$ cat config.mk
export PLATFORM = sky130hd
export DESIGN_NAME = rv32i_mtimer_flat
export DESIGN_NICKNAME = d
export VERILOG_FILES = /design/src/rtl/rv32i_mtimer_if.sv /design/src/rtl/rv32i_mtimer.sv /design/src/flat_wrapper.sv
export SDC_FILE = /design/constraint.sdc
export NUM_CORES = 1
export LEC_CHECK = 0
export CORE_UTILIZATION = 45
export CTS_BUF_LIST = sky130_fd_sc_hd__clkbuf_2 sky130_fd_sc_hd__clkbuf_4 sky130_fd_sc_hd__clkbuf_8
export DETAILED_ROUTE_END_ITERATION = 10
export GPL_TIMING_DRIVEN = 0
export PLACE_DENSITY = 0.67
export REMOVE_ABC_BUFFERS = 1
export SLEW_MARGIN = 40
export SYNTH_ARGS = -nofsm -noshare
export SYNTH_HDL_FRONTEND = slang
export SYNTH_SLANG_ARGS = --single-unit
$ cat constraint.sdc
create_clock -name clk -period 8.4 [get_ports clk]
set_input_delay 1.26 -clock clk [delete_from_list [all_inputs] [get_ports clk]]
set_output_delay 1.26 -clock clk [all_outputs]
set_load 0.02 [all_outputs]
$ cat src/rtl/rv32i_mtimer_if.sv
// Bus between a core and the machine timer: one request held until a
// single-cycle bus_ready response.
interface rv32i_mtimer_if #(
  parameter int unsigned ADDR_W = 5
);
  logic              bus_valid;
  logic              bus_we;
  logic [ADDR_W-1:0] bus_addr;
  logic [31:0]       bus_wdata;
  logic [31:0]       bus_rdata;
  logic              bus_ready;
  logic              bus_err;

  modport master (
    output bus_valid, bus_we, bus_addr, bus_wdata,
    input  bus_rdata, bus_ready, bus_err
  );

  modport slave (
    input  bus_valid, bus_we, bus_addr, bus_wdata,
    output bus_rdata, bus_ready, bus_err
  );
endinterface

$ cat src/rtl/rv32i_mtimer.sv
// RV32I machine timer: 48-bit prescaled mtime, 48-bit compare, level MTIP,
// with an atomic LO-then-HI read through a 16-bit shadow.
module rv32i_mtimer #(
  parameter int unsigned RESET_DIV = 0,
  parameter int unsigned ADDR_W    = 5
) (
  input  logic                 clk,
  input  logic                 rst,
  rv32i_mtimer_if.slave        bus,
  output logic [47:0]          mtime,
  output logic                 timer_interrupt
);

  localparam int unsigned WORD_W = ADDR_W - 2;

  typedef enum logic {
    IDLE = 1'b0,
    RESP = 1'b1
  } state_t;

  state_t      state_q;
  state_t      state_d;
  logic        accept_c;

  logic [15:0] shadow;
  logic [47:0] mtimecmp;
  logic        en;
  logic        ie;
  logic [7:0]  div;
  logic [7:0]  pc;

  logic [WORD_W-1:0] word_c;
  logic sel_mlo_c, sel_mhi_c, sel_clo_c, sel_chi_c, sel_ctrl_c, mapped_c;
  logic wr_c, rd_c, tick_c;
  logic [31:0] rdata_c;
  logic unused_addr_bits;

  assign word_c           = bus.bus_addr[ADDR_W-1:2];
  assign unused_addr_bits = ^bus.bus_addr[1:0];

  assign sel_mlo_c  = (word_c == WORD_W'(0));
  assign sel_mhi_c  = (word_c == WORD_W'(1));
  assign sel_clo_c  = (word_c == WORD_W'(2));
  assign sel_chi_c  = (word_c == WORD_W'(3));
  assign sel_ctrl_c = (word_c == WORD_W'(4));
  assign mapped_c   = sel_mlo_c | sel_mhi_c | sel_clo_c | sel_chi_c | sel_ctrl_c;

  assign wr_c   = accept_c &  bus.bus_we & mapped_c;
  assign rd_c   = accept_c & ~bus.bus_we & mapped_c;
  assign tick_c = en & (pc == div);

  // Bus FSM: accept in IDLE, respond for exactly one cycle in RESP.
  always_ff @(posedge clk or posedge rst) begin
    if (rst) state_q <= IDLE;
    else     state_q <= state_d;
  end

  always_comb begin
    state_d  = state_q;
    accept_c = 1'b0;
    case (state_q)
      IDLE: begin
        if (bus.bus_valid) begin
          accept_c = 1'b1;
          state_d  = RESP;
        end
      end
      RESP:    state_d = IDLE;
      default: state_d = IDLE;
    endcase
  end

  // Read mux; MTIME_HI returns the shadow captured by the last MTIME_LO read.
  always_comb begin
    rdata_c = 32'd0;
    if (sel_mlo_c)  rdata_c = mtime[31:0];
    if (sel_mhi_c)  rdata_c = {16'd0, shadow};
    if (sel_clo_c)  rdata_c = mtimecmp[31:0];
    if (sel_chi_c)  rdata_c = {16'd0, mtimecmp[47:32]};
    if (sel_ctrl_c) rdata_c = {16'd0, div, 6'd0, ie, en};
  end

  always_ff @(posedge clk or posedge rst) begin
    if (rst) begin
      mtime           <= 48'd0;
      shadow          <= 16'd0;
      mtimecmp        <= 48'hFFFF_FFFF_FFFF;
      en              <= 1'b1;
      ie              <= 1'b0;
      div             <= 8'(RESET_DIV);
      pc              <= 8'd0;
      bus.bus_ready   <= 1'b0;
      bus.bus_err     <= 1'b0;
      bus.bus_rdata   <= 32'd0;
      timer_interrupt <= 1'b0;
    end else begin
      bus.bus_ready   <= accept_c;
      bus.bus_err     <= accept_c & ~mapped_c;
      bus.bus_rdata   <= (accept_c & ~bus.bus_we) ? rdata_c : 32'd0;
      timer_interrupt <= ie & (mtime >= mtimecmp);

      // An mtime write wins over that cycle's tick.
      if (wr_c && sel_mlo_c)      mtime <= {mtime[47:32], bus.bus_wdata};
      else if (wr_c && sel_mhi_c) mtime <= {bus.bus_wdata[15:0], mtime[31:0]};
      else if (tick_c)            mtime <= mtime + 48'd1;

      if (wr_c && sel_ctrl_c) pc <= 8'd0;
      else if (en)            pc <= tick_c ? 8'd0 : pc + 8'd1;

      if (rd_c && sel_mlo_c) shadow <= mtime[47:32];
      if (wr_c && sel_clo_c) mtimecmp[31:0]  <= bus.bus_wdata;
      if (wr_c && sel_chi_c) mtimecmp[47:32] <= bus.bus_wdata[15:0];
      if (wr_c && sel_ctrl_c) begin
        en  <= bus.bus_wdata[0];
        ie  <= bus.bus_wdata[1];
        div <= bus.bus_wdata[15:8];
      end
    end
  end

endmodule

$ cat src/flat_wrapper.sv
// flat-port wrapper written by rule: the top's interface ports become plain ports
module rv32i_mtimer_flat 
#(
  parameter int unsigned RESET_DIV = 0,
  parameter int unsigned ADDR_W    = 5
)
  (clk, rst, mtime, timer_interrupt, bus_bus_valid, bus_bus_we, bus_bus_addr, bus_bus_wdata, bus_bus_rdata, bus_bus_ready, bus_bus_err);
  rv32i_mtimer_if #(.ADDR_W(ADDR_W)) bus_i ();
  input  logic clk;
  input  logic rst;
  output logic [47:0] mtime;
  output logic timer_interrupt;
  input wire logic [$bits(bus_i.bus_valid)-1:0] bus_bus_valid;
  input wire logic [$bits(bus_i.bus_we)-1:0] bus_bus_we;
  input wire logic [$bits(bus_i.bus_addr)-1:0] bus_bus_addr;
  input wire logic [$bits(bus_i.bus_wdata)-1:0] bus_bus_wdata;
  output wire logic [$bits(bus_i.bus_rdata)-1:0] bus_bus_rdata;
  output wire logic [$bits(bus_i.bus_ready)-1:0] bus_bus_ready;
  output wire logic [$bits(bus_i.bus_err)-1:0] bus_bus_err;
  assign bus_i.bus_valid = bus_bus_valid;
  assign bus_i.bus_we = bus_bus_we;
  assign bus_i.bus_addr = bus_bus_addr;
  assign bus_i.bus_wdata = bus_bus_wdata;
  assign bus_bus_rdata = bus_i.bus_rdata;
  assign bus_bus_ready = bus_i.bus_ready;
  assign bus_bus_err = bus_i.bus_err;
  rv32i_mtimer #(.RESET_DIV(RESET_DIV), .ADDR_W(ADDR_W)) u_core (.clk(clk), .rst(rst), .bus(bus_i), .mtime(mtime), .timer_interrupt(timer_interrupt));
endmodule
Word level (Yosys, flattened, before mapping) --
Index checks and enable logic that the tools add are counted.
Storage, ports and cells: word-level logic and storage cells 65, bits in registers 166, input port bits 41
Cells by class: add/sub/neg operators 2, muxes and demuxes 15, reduce and logical (&&, ||, !) cells 12, magnitude comparators 1, bitwise gates (word level) 15, equality and inequality tests 6
Operators with widths (count):
- $mux 32 | 7
- $mux 48 | 2
- $add 48x1->48 const B | 1
- $ge 48x48->1 | 1
- $mux 8 | 3
- $add 8x1->8 const B | 1
- $eq 8x8->1 | 1
- $and 1x1->1 | 7
- $eq 3x2->1 const B | 2
- $logic_and 1x1->1 | 6
- $reduce_bool 2->1 | 3
- $not 1->1 | 4
- $or 1x1->1 | 4
- $reduce_and 2->1 | 2
- $eq 3x1->1 const B | 1
- $eq 3x3->1 const B | 1
- $logic_not 3->1 | 1
- $mux 1 | 2
- $ne 2x1->1 const B | 1
- $pmux 1 s2 | 1

Longest topological paths before layout --
Gate-level depths: netlist of run 1.
word-level depth 9, mapped depth 9

Least setup slack after synthesis of run 1 --
OpenSTA, ideal clock, no wires.
path type input port to flip-flop, from input bus_bus_addr[4], to register u_core.mtime[18], path buffers 2, library setup time 0.124 ns, path slack 5.109 ns, stages 7, data required time 8.276 ns, arrival time 3.167 ns, cells stage by stage clkbuf_1 nor3_1 or4_4 buf_6 or4_4 and3_4 a211o_1
On the way: word-level cells in the longest chain between the ends 9
Ends and longest elaborated chain:
- start: declaration | RTL line flat_wrapper.sv:15 | input wire logic [$bits(bus_i.bus_addr)-1:0] bus_bus_addr;
- $eq 3x1->1 / $logic_not 3->1 (equally long branches) | RTL line rv32i_mtimer.sv:42, rv32i_mtimer.sv:41
- $or 1x1->1 (4 in a row) | RTL line rv32i_mtimer.sv:46 | assign mapped_c = sel_mlo_c | sel_mhi_c | sel_clo_c | sel_chi_c | sel_ctrl_c;
- $and 1x1->1 | RTL line rv32i_mtimer.sv:48 | assign wr_c = accept_c & bus.bus_we & mapped_c;
- $logic_and 1x1->1, on equally long branches | RTL line rv32i_mtimer.sv:104, rv32i_mtimer.sv:103
- $ne 2x1->1 (no line) / $reduce_bool 2->1 (equally long branches)
- $reduce_and 2->1 (no line)
- end signal: assignment | RTL line rv32i_mtimer.sv:103 | if (wr_c && sel_mlo_c) mtime <= {mtime[47:32], bus.bus_wdata};
- end signal: assignment | RTL line rv32i_mtimer.sv:104 | else if (wr_c && sel_mhi_c) mtime <= {bus.bus_wdata[15:0], mtime[31:0]};
- end signal: assignment | RTL line rv32i_mtimer.sv:105 | else if (tick_c) mtime <= mtime + 48'd1;
- end: declaration | RTL line rv32i_mtimer.sv:10 | output logic [47:0] mtime,
Several ways; a longest one is shown, not always the timed one. A chain may end at the register's enable or synchronous reset.

Final worst setup path of run 1 --
from input bus_bus_we, to register u_core.mtime[45]
On the way: word-level cells in the longest chain between the ends 5
Ends and longest elaborated chain:
- start: declaration | RTL line flat_wrapper.sv:14 | input wire logic [$bits(bus_i.bus_we)-1:0] bus_bus_we;
- $and 1x1->1 (*) (2 in a row) | RTL line rv32i_mtimer.sv:48
- $logic_and 1x1->1, on equally long branches | RTL line rv32i_mtimer.sv:104, rv32i_mtimer.sv:103
- $reduce_bool 2->1 (no line) / $not 1->1 (equally long branches)
- $reduce_and 2->1 (no line)
Mark *: on every way between the ends. The rest lies on a longest branch, timed or not. The select of a mux whose other input is x is not followed.

==> impl_metrics.tcl, run 1 <==
set metrics [dict create \
    layout_commonest_cell "nand2_1" \
    drt_iter0_drc 514 \
    h-tree-depth 4 \
    max_freq_ghz 0.218 \
    wl_mm 26.3 \
    clockBufferDepth 2 \
    die_h_um 145 \
    synth_cells 968 \
    drc 0 \
    drive_above_1_share 0.148 \
    place.gp.congestion 0.835 \
    port_buffers 121 \
    num_vias 7898 \
    synth.yosys.warnings 0 \
    reg2reg_from "u_core.bus.bus_ready" \
    synth_ff_type "dfrtp_1" \
    hold_viol 0 \
    cts_tree "done" \
    path_max_fanout 19 \
    synthMuxAreaShare 0.0541 \
    die_area_um2 20900 \
    cp.arrival_ns 4.99 \
    dp.final_hpwl_mm 19.0 \
    synth_cell_type_count 64 \
    die_x_um 145 \
    grt_pass1_wl_mm 41.7 \
    start_kind "input pin" \
    clk_pin_slew_ns 0.10 \
    yosys.area_share.simple 0.187 \
    fillers 1735 \
    start_util 0.464 \
    grt_setup_unrepaired "false" \
    path_class "in -> reg" \
    async_flop_share 1.00 \
    n_antenna_cell 0 \
    synth_edf_count 0 \
    setup_viol_count_final 0 \
    tightest_slew_ns 0.767 \
    antenna_found_initial 0 \
    ir_worst_vdd_uv 118 \
    grtUsageTotal 0.266 \
    grt_max_degree 79 \
    outcome "complete, no violations" \
    seq_area_frac_synth 0.458 \
    final_nets 1167 \
    required_ns 8.80 \
    fin_crit_ns 4.59 \
    cap_viol_max_count 0 \
    avgSynthCellArea_um2 9.46 \
    final_cell_mix "nand2_1, clkdlybuf4s50_1, dfrtp_1, o21ai_0, inv_1" \
    ant_nets 0 \
    synth_top_family_by_area "simple AND/OR/NAND/NOR gates" \
    synth_compound_area_frac 0.165 \
    worstSkewPairLatency_ns 0.48 \
    post_cts_buffers 0 \
    via_per_inst 5.83 \
    power.density_nw_per_um2 236 \
    synth_xor_area_frac 0.0206 \
    row_count 51 \
    period_share 0.546 \
    worst_slack_ns 3.81 \
    cts_sinks 165 \
    startpoint "bus_bus_we" \
    pre_cts_ws_ns 3.41 \
    numCtsBuffers 17 \
    hold_path_class "reg -> reg" \
    hp-start "u_core.shadow[14]" \
    overflow 0 \
    cts-root-buf "clkbuf_8" \
    drv_slew 0 \
    cts_hold_buf 0 \
    area_delta_synth_final_pct 21.3 \
    p_leak_uw 0.00469 \
    end_kind "flip-flop" \
    ctsResizeCount 0 \
    synthAdderAreaFrac 0.0683 \
    tns_ns 0 \
    ios 124 \
    core_area_um2 19700 \
    synth_area_um2 9160 \
    wl_per_cell_um 19.4 \
    fin_worst_skew_ns 0.0150 \
    drtPass1Iterations 5 \
    grt_pass1_vias 7573 \
    ys_seq_elements 165 \
    slew_headroom 0.489 \
]
==> synthesized netlist by cell type, types with 3 or more instances <==
master,n,area share
a211o_1,3,0.0029
a211oi_1,13,0.011
a21o_1,8,0.0066
a21oi_1,46,0.025
a22o_1,11,0.011
a22oi_1,19,0.016
a31oi_1,9,0.0061
and2_1,6,0.0041
and3_1,12,0.0082
and3_2,3,0.0025
and4_1,5,0.0048
buf_1,5,0.0020
buf_6,4,0.0049
clkbuf_1,37,0.015
dfrtp_1,116,0.32
dfstp_2,49,0.14
ha_1,50,0.068
inv_1,57,0.023
mux2_2,28,0.034
mux2i_1,18,0.020
nand2_1,126,0.052
nand2b_1,3,0.0020
nand3_1,28,0.015
nand4_1,32,0.022
nor2_1,50,0.020
nor2b_1,17,0.012
nor3_1,17,0.0093
nor3b_1,3,0.0025
nor4_1,6,0.0041
o211ai_1,16,0.013
o21ai_0,92,0.050
o311ai_0,6,0.0057
or2_2,3,0.0020
or3_1,9,0.0061
or4_1,7,0.0057
xnor2_1,13,0.012
xnor2_2,3,0.0053
xor2_1,3,0.0029
==> flip-flops by register name (all words and copies together), names as in the netlist, 8 cells and up <==
signal                count
u_core.bus.bus_rdata     32
u_core.div                8
u_core.mtimecmp          48
u_core.pc                 8
u_core.shadow            16
u_core.mtime             48
==> logic make-up (layout without fill, tap and decap cells) <==
group / after synthesis / after routing
compound gates: 243 / 243
xor+xnor: 19 / 19
fa+ha+maj: 50 / 50
buf+inv: 105 / 226
flops: 165 / 165
mux: 46 / 46
simple gates: 340 / 340
==> cell type report <==
class / instances / area (um2) / share of cell area
multi-input cells: 698 / 4600 / 0.414
flip-flops and latches: 165 / 4190 / 0.377
inverters: 57 / 221 / 0.0199
clock buffers: 17 / 234 / 0.0211
well taps: 265 / 332 / 0.0298
repair buffers: 137 / 1400 / 0.126
clock inverters: 15 / 131 / 0.0118
==> routing by layer <==
metal  track usage  vias up  part of all wire
met1         0.360     3851              0.45
met3        0.0530       35             0.064
met4        0.0825        0             0.020
li1              -     3715                 -
met5             0        -                 0
met2         0.430      297              0.47
==> per-stage QoR <==
stage / util / std cells / area [um2] / total power [uW] / hold WS [ns]
global placement: 0.532 / 1306 / 10500 / 2050 / 0.465
finish: 0.563 / 1354 / 11100 / 2630 / 0.497
global route: 0.563 / 1354 / 11100 / 2790 / 0.511
detailed placement: 0.545 / 1322 / 10700 / 2080 / 0.473
floorplan: - / 920 / 8940 / 1710 / 0.444
CTS: 0.563 / 1354 / 11100 / 2630 / 0.493
==> path summary, 6_finish.rpt <==
check	to	slack, ns	cells after the start
setup / recovery	u_core.mtime[45]	3.81	7
hold / removal	u_core.shadow[14]	0.50	2
setup reg to reg	u_core.mtime[45]	4.80	6
hold reg to reg	u_core.shadow[14]	0.50	2
max in group asynchronous	u_core.mtimecmp[15]	6.54	3
min in group asynchronous	u_core.bus.bus_rdata[30]	1.16	2
==> worst max-delay path, stage by stage <==
cell	delay (ns)
clkdlybuf4s50_1	0.52
nand3b_1	0.39
or3_1	0.50
and4_1	0.78
nand4_1	0.75
or3_1	0.57
a31oi_1	0.19
==> report_power, final <==
| group | internal [uW] | switching (uW) |
|---|---|---|
| clock | 235 | 321 |
| sequential | 1000 | 215 |
| combinational | 403 | 450 |
Note: power is estimated with default switching activity, not from simulation.
==> run 2, diff against run 1 <==
PLACE_DENSITY = 0.7   (was 0.67)
clock period = 3.8 ns   (was 8.4 ns; I/O delays follow)
==> impl_metrics.tcl, run 2 (same netlist as run 1, synthesis figures left out) <==
set metrics [dict create \
    cts_sinks 165 \
    overflow 0 \
    slew_headroom 0.458 \
    wl_mm 25.9 \
    power.density_nw_per_um2 525 \
    largestRegisters "u_core.mtime x48, u_core.mtimecmp x48, u_core.bus.bus_rdata x32" \
    grtUsageTotal 0.261 \
    clockBufferDepth 2 \
    tightest_slew_ns 0.811 \
    reg2reg_depth 7 \
    max_freq_ghz 0.301 \
    worstSkewPairLatency_ns 0.48 \
    core_area_um2 19700 \
    dp_cells 1322 \
    row_count 51 \
    dp.final_hpwl_mm 18.6 \
    period_share 0.875 \
    grt_pass1_vias 7385 \
    numCtsBuffers 17 \
    outcome "complete, no violations" \
    drive_above_1_share 0.148 \
    grt_setup_unrepaired "false" \
    h-tree-depth 4 \
    ir_worst_vdd_uv 225 \
    start_util 0.464 \
    via_per_inst 5.79 \
    setup_viol_count_final 0 \
    end_kind "flip-flop" \
    ios 124 \
    cts_hold_buf 0 \
    final_cells 1355 \
    fin_util 0.564 \
    drt_iter0_drc 599 \
    required_ns 4.20 \
    drc 0 \
    grt_pass1_wl_mm 40.7 \
    die_area_um2 20900 \
    fin_worst_skew_ns 0.0114 \
    cts-root-buf "clkbuf_8" \
    fillers 1735 \
    start_kind "input pin" \
    die_x_um 145 \
    worst_slack_ns 0.474 \
    hold_path_class "in -> async" \
    cts_tree "done" \
    reg2reg_to "u_core.mtime[44]" \
    path_class "in -> reg" \
    stdcell_area_um2 11100 \
    clk_pin_slew_ns 0.10 \
    grt_max_degree 73 \
    layout_commonest_cell "nand2_1" \
    ant_nets 0 \
    rrSetupSlack_ns 0.51 \
    p_leak_uw 0.00470 \
    crit_end "u_core.mtime[34]" \
    drtPass1Iterations 5 \
    startpoint "bus_bus_we" \
    hold_viol 0 \
    num_vias 7851 \
    area_delta_synth_final_pct 21.5 \
    path_max_fanout 19 \
    cap_viol_max_count 0 \
    die_h_um 145 \
    place.gp.congestion 0.892 \
    fin_crit_ns 3.33 \
    place_area_um2 10700 \
    antenna_found_initial 0 \
    cp.arrival_ns 3.73 \
    n_antenna_cell 0 \
    final_nets 1168 \
    wl_per_cell_um 19.1 \
    drv_slew 0 \
    final_cell_mix "nand2_1, clkdlybuf4s50_1, dfrtp_1, o21ai_0, inv_1" \
    pre_cts_ws_ns -0.374 \
    reg2reg_from "u_core.mtime[1]" \
    port_buffers 121 \
]
[run 2: final cells by class]
type	count	area (um2)	share of cell area
Multi-Input combinational cell	698	4600	0.413
Sequential cell	165	4190	0.377
Timing Repair Buffer	138	1400	0.126
Tap cell	265	332	0.0298
Clock buffer	19	262	0.0235
Inverter	57	221	0.0199
Clock inverter	13	126	0.0114
[run 2: report_power, final]
group | switching [uW] | internal (uW) | total (uW)
clock network | 713 | 559 | 1270
registers | 476 | 2220 | 2690
logic | 993 | 888 | 1880
[run 2: how the worst min path moves through the flow]
stage                               endpoint  cells after the start              start
global placement            u_core.shadow[9]                      2   u_core.shadow[9]
floorplan                   u_core.shadow[4]                      2   u_core.shadow[4]
finish              u_core.bus.bus_rdata[29]                      2                rst
detailed placement         u_core.shadow[14]                      2  u_core.shadow[14]
global route        u_core.bus.bus_rdata[29]                      2                rst
CTS                 u_core.bus.bus_rdata[29]                      2                rst
[run 2: layer usage]
layer	track usage	vias to the layer above	part of all wire
li1	-	3710	-
met1	0.354	3815	0.44
met2	0.417	282	0.47
met3	0.0517	44	0.066
met4	0.0898	0	0.024
met5	0	-	0
[run 2: what timing repair did]
item / 4_1_cts / 5_1_grt
endpoints found under the setup margin: 0 / 5
setup buffers: 0 / 1
gates resized for setup: 0 / 0
[run 2: stage by stage]
step	power [uW]	setup TNS [ns]	hold WS, ns
6_report	5850	0	0.433
5_1_grt	6200	0	0.434
4_1_cts	5850	0	0.434
3_5_place_dp	4580	-1.93	0.475
3_3_place_gp	4510	-849.29	0.466
2_1_floorplan	3780	-137.16	0.444
[run 2: critical path, stage by stage]
cell and delay, ns:
clkdlybuf4s50_1 0.51, nand3b_1 0.38, or3_1 0.42, and4_1 0.72, nand4_1 0.37, or4_1 0.58, a31oi_1 0.16
==> RTL edit, RTL diff (flow settings as in run 2) <==
Register the output `timer_interrupt` once more, with the module's reset; this adds one clock of latency there. The other outputs are not delayed to match.
--- a/src/rtl/rv32i_mtimer.sv
+++ b/src/rtl/rv32i_mtimer.sv
@@ -19,2 +19,4 @@
   } state_t;
+
+  logic timer_interrupt_s0;
 
@@ -94,3 +96,3 @@
       bus.bus_rdata   <= 32'd0;
-      timer_interrupt <= 1'b0;
+      timer_interrupt_s0 <= 1'b0;
     end else begin
@@ -99,3 +101,3 @@
       bus.bus_rdata   <= (accept_c & ~bus.bus_we) ? rdata_c : 32'd0;
-      timer_interrupt <= ie & (mtime >= mtimecmp);
+      timer_interrupt_s0 <= ie & (mtime >= mtimecmp);
 
@@ -120,2 +122,10 @@
 
+  always_ff @(posedge clk or posedge rst) begin
+    if (rst) begin
+      timer_interrupt <= '0;
+    end else begin
+      timer_interrupt <= timer_interrupt_s0;
+    end
+  end
+
 endmodule
Check against the original RTL: not equivalent (a bounded check fails within 10 cycles, from zero or initial values and one cycle with rst high).
==> RTL edit against run 2 <==
  * Critical path depth is the same
  * Final cell count is the same
  * Worst setup slack worse by 0.32 ns
  * Total power up 0.87%
  * Register-to-register slack worse by 0.06 ns
  * Wire length grew 1.8%
  * Synthesized area grew 0.27%
  * Global-route usage grew 0.26 points
  * Design area stayed put
  * Largest cell class unchanged
  * Sequential cell count rose by 1
==> RTL edit: results (changes against run 2) <==
INFO  status         run_status=finished clean
INFO  pwr            power.ir.vdd_worst=238.9uV [+6.2%]
INFO  placement      gp_routability_congestion=0.8854 [-0.70%]
INFO  worst_hold_path hold_path.class=reg -> reg
INFO  synth          synth_commonest_cells=126 x nand2_1, 117 x dfrtp_1, 92 x o21ai_0
INFO  global_routing met2_usage=0.4233 [+0.006326]
INFO  pwr            share_seq_of_total_power=0.459 [-0.002]
INFO  layout         final_layout_size_suffix_gt1_frac=0.1459 [-0.001835]
INFO  global_routing vias_in_the_first_global_route=7333 [-0.70%]
INFO  drt            wl_per_cell=19.48um [+1.8%]
INFO  clocking       clk_latency=0.46ns [-0.02 ns]
INFO  global_routing grt_use_met3=0.04179 [-0.009872]
INFO  synth          ys_top_cells_by_area=dfrtp_1 32%, dfstp_2 14%, ha_1 6.8%
INFO  synth          synth.yosys.seq_area_share=0.4590 [+0.001478]
INFO  global_routing grt_pass1_wl=41.45mm [+1.8%]
INFO  global_routing grt_use_met1=0.3600 [+0.006175]
INFO  pwr            power_frac_comb=0.324 [+0.002]
INFO  worst_setup_path reg2reg_slack=0.45ns [-0.06 ns]
INFO  global_routing groute.usage.overall=0.2639 [+0.002597]
INFO  sta            skew=0.01446ns [+0.003115 ns]
INFO  worst_setup_path timing.rr.end=u_core.mtime[45]
INFO  global_routing maximum_number_of_pins_on_one_net_before_global_route_repair=80 [+9.6%]
INFO  worst_setup_path worst_r2r_startpoint=u_core.bus.bus_ready
INFO  sta            tightestPinTransition=0.7994ns [-0.01138 ns]
INFO  die            design.die.area=20980squm [+0.27%]
INFO  pwr            power.static_leakage=4.715nW [+0.35%]
INFO  worst_setup_path reg2reg_depth=6 [-1]
INFO  placement      detailed_place_hpwl=19.10mm [+2.6%]
INFO  drt            route.vias.total=7938 [+1.1%]
RTL edit: worst max-delay path by stage:
stage	startpoint	to	cells past startpoint
after floorplan	rst	u_core.bus.bus_err	1
after global placement	bus_bus_addr[2]	u_core.mtimecmp[0]	3
after detailed placement	bus_bus_we	u_core.mtime[45]	7
after CTS	bus_bus_we	u_core.mtime[45]	7
after global routing	bus_bus_we	u_core.mtime[47]	7
final	bus_bus_we	u_core.mtime[45]	7
RTL edit: worst max-delay path, cell delays in order:
cell             delay [ns]
clkdlybuf4s50_1        0.51
nand3b_1               0.37
or3_1                  0.40
and4_1                 0.74
nand4_1                0.71
or3_1                  0.56
a31oi_1                0.16
RTL edit: per-stage QoR:
step / instances / instance area (sq um) / setup slack (ns) / total power [mW]
6_report: 1355 / 11130 / 0.1498 / 5.897
4_1_cts: 1355 / 11130 / 0.1903 / 5.903
3_5_place_dp: 1323 / 10740 / -0.2697 / 4.620
3_3_place_gp: 1307 / 10510 / -4.128 / 4.555
2_1_floorplan: 921 / 8969 / -1.179 / 3.797
5_1_grt: 1355 / 11130 / 0.01788 / 6.250
RTL edit: cell families after synthesis:
family          synth area share
flops                     0.4590
fa+ha+maj                0.06812
simple gates              0.1866
mux                      0.05395
xor+xnor                 0.02057
buf+inv                  0.04673
compound gates            0.1650
RTL edit: final cells by class:
cell class,count,area (sq um)
inverter,57,221.5
tap,265,331.6
clock inverter,10,93.84
sequential,166,4215
clock buffer,22,296.5
multi-input combinational,698,4592
fill,1738,8592
timing repair buffer,137,1375
RTL edit: layer usage:
metal	share of wire	routed length, um
met5	0	0
met4	0.024	627
met3	0.071	1886
met2	0.47	12470
met1	0.43	11410
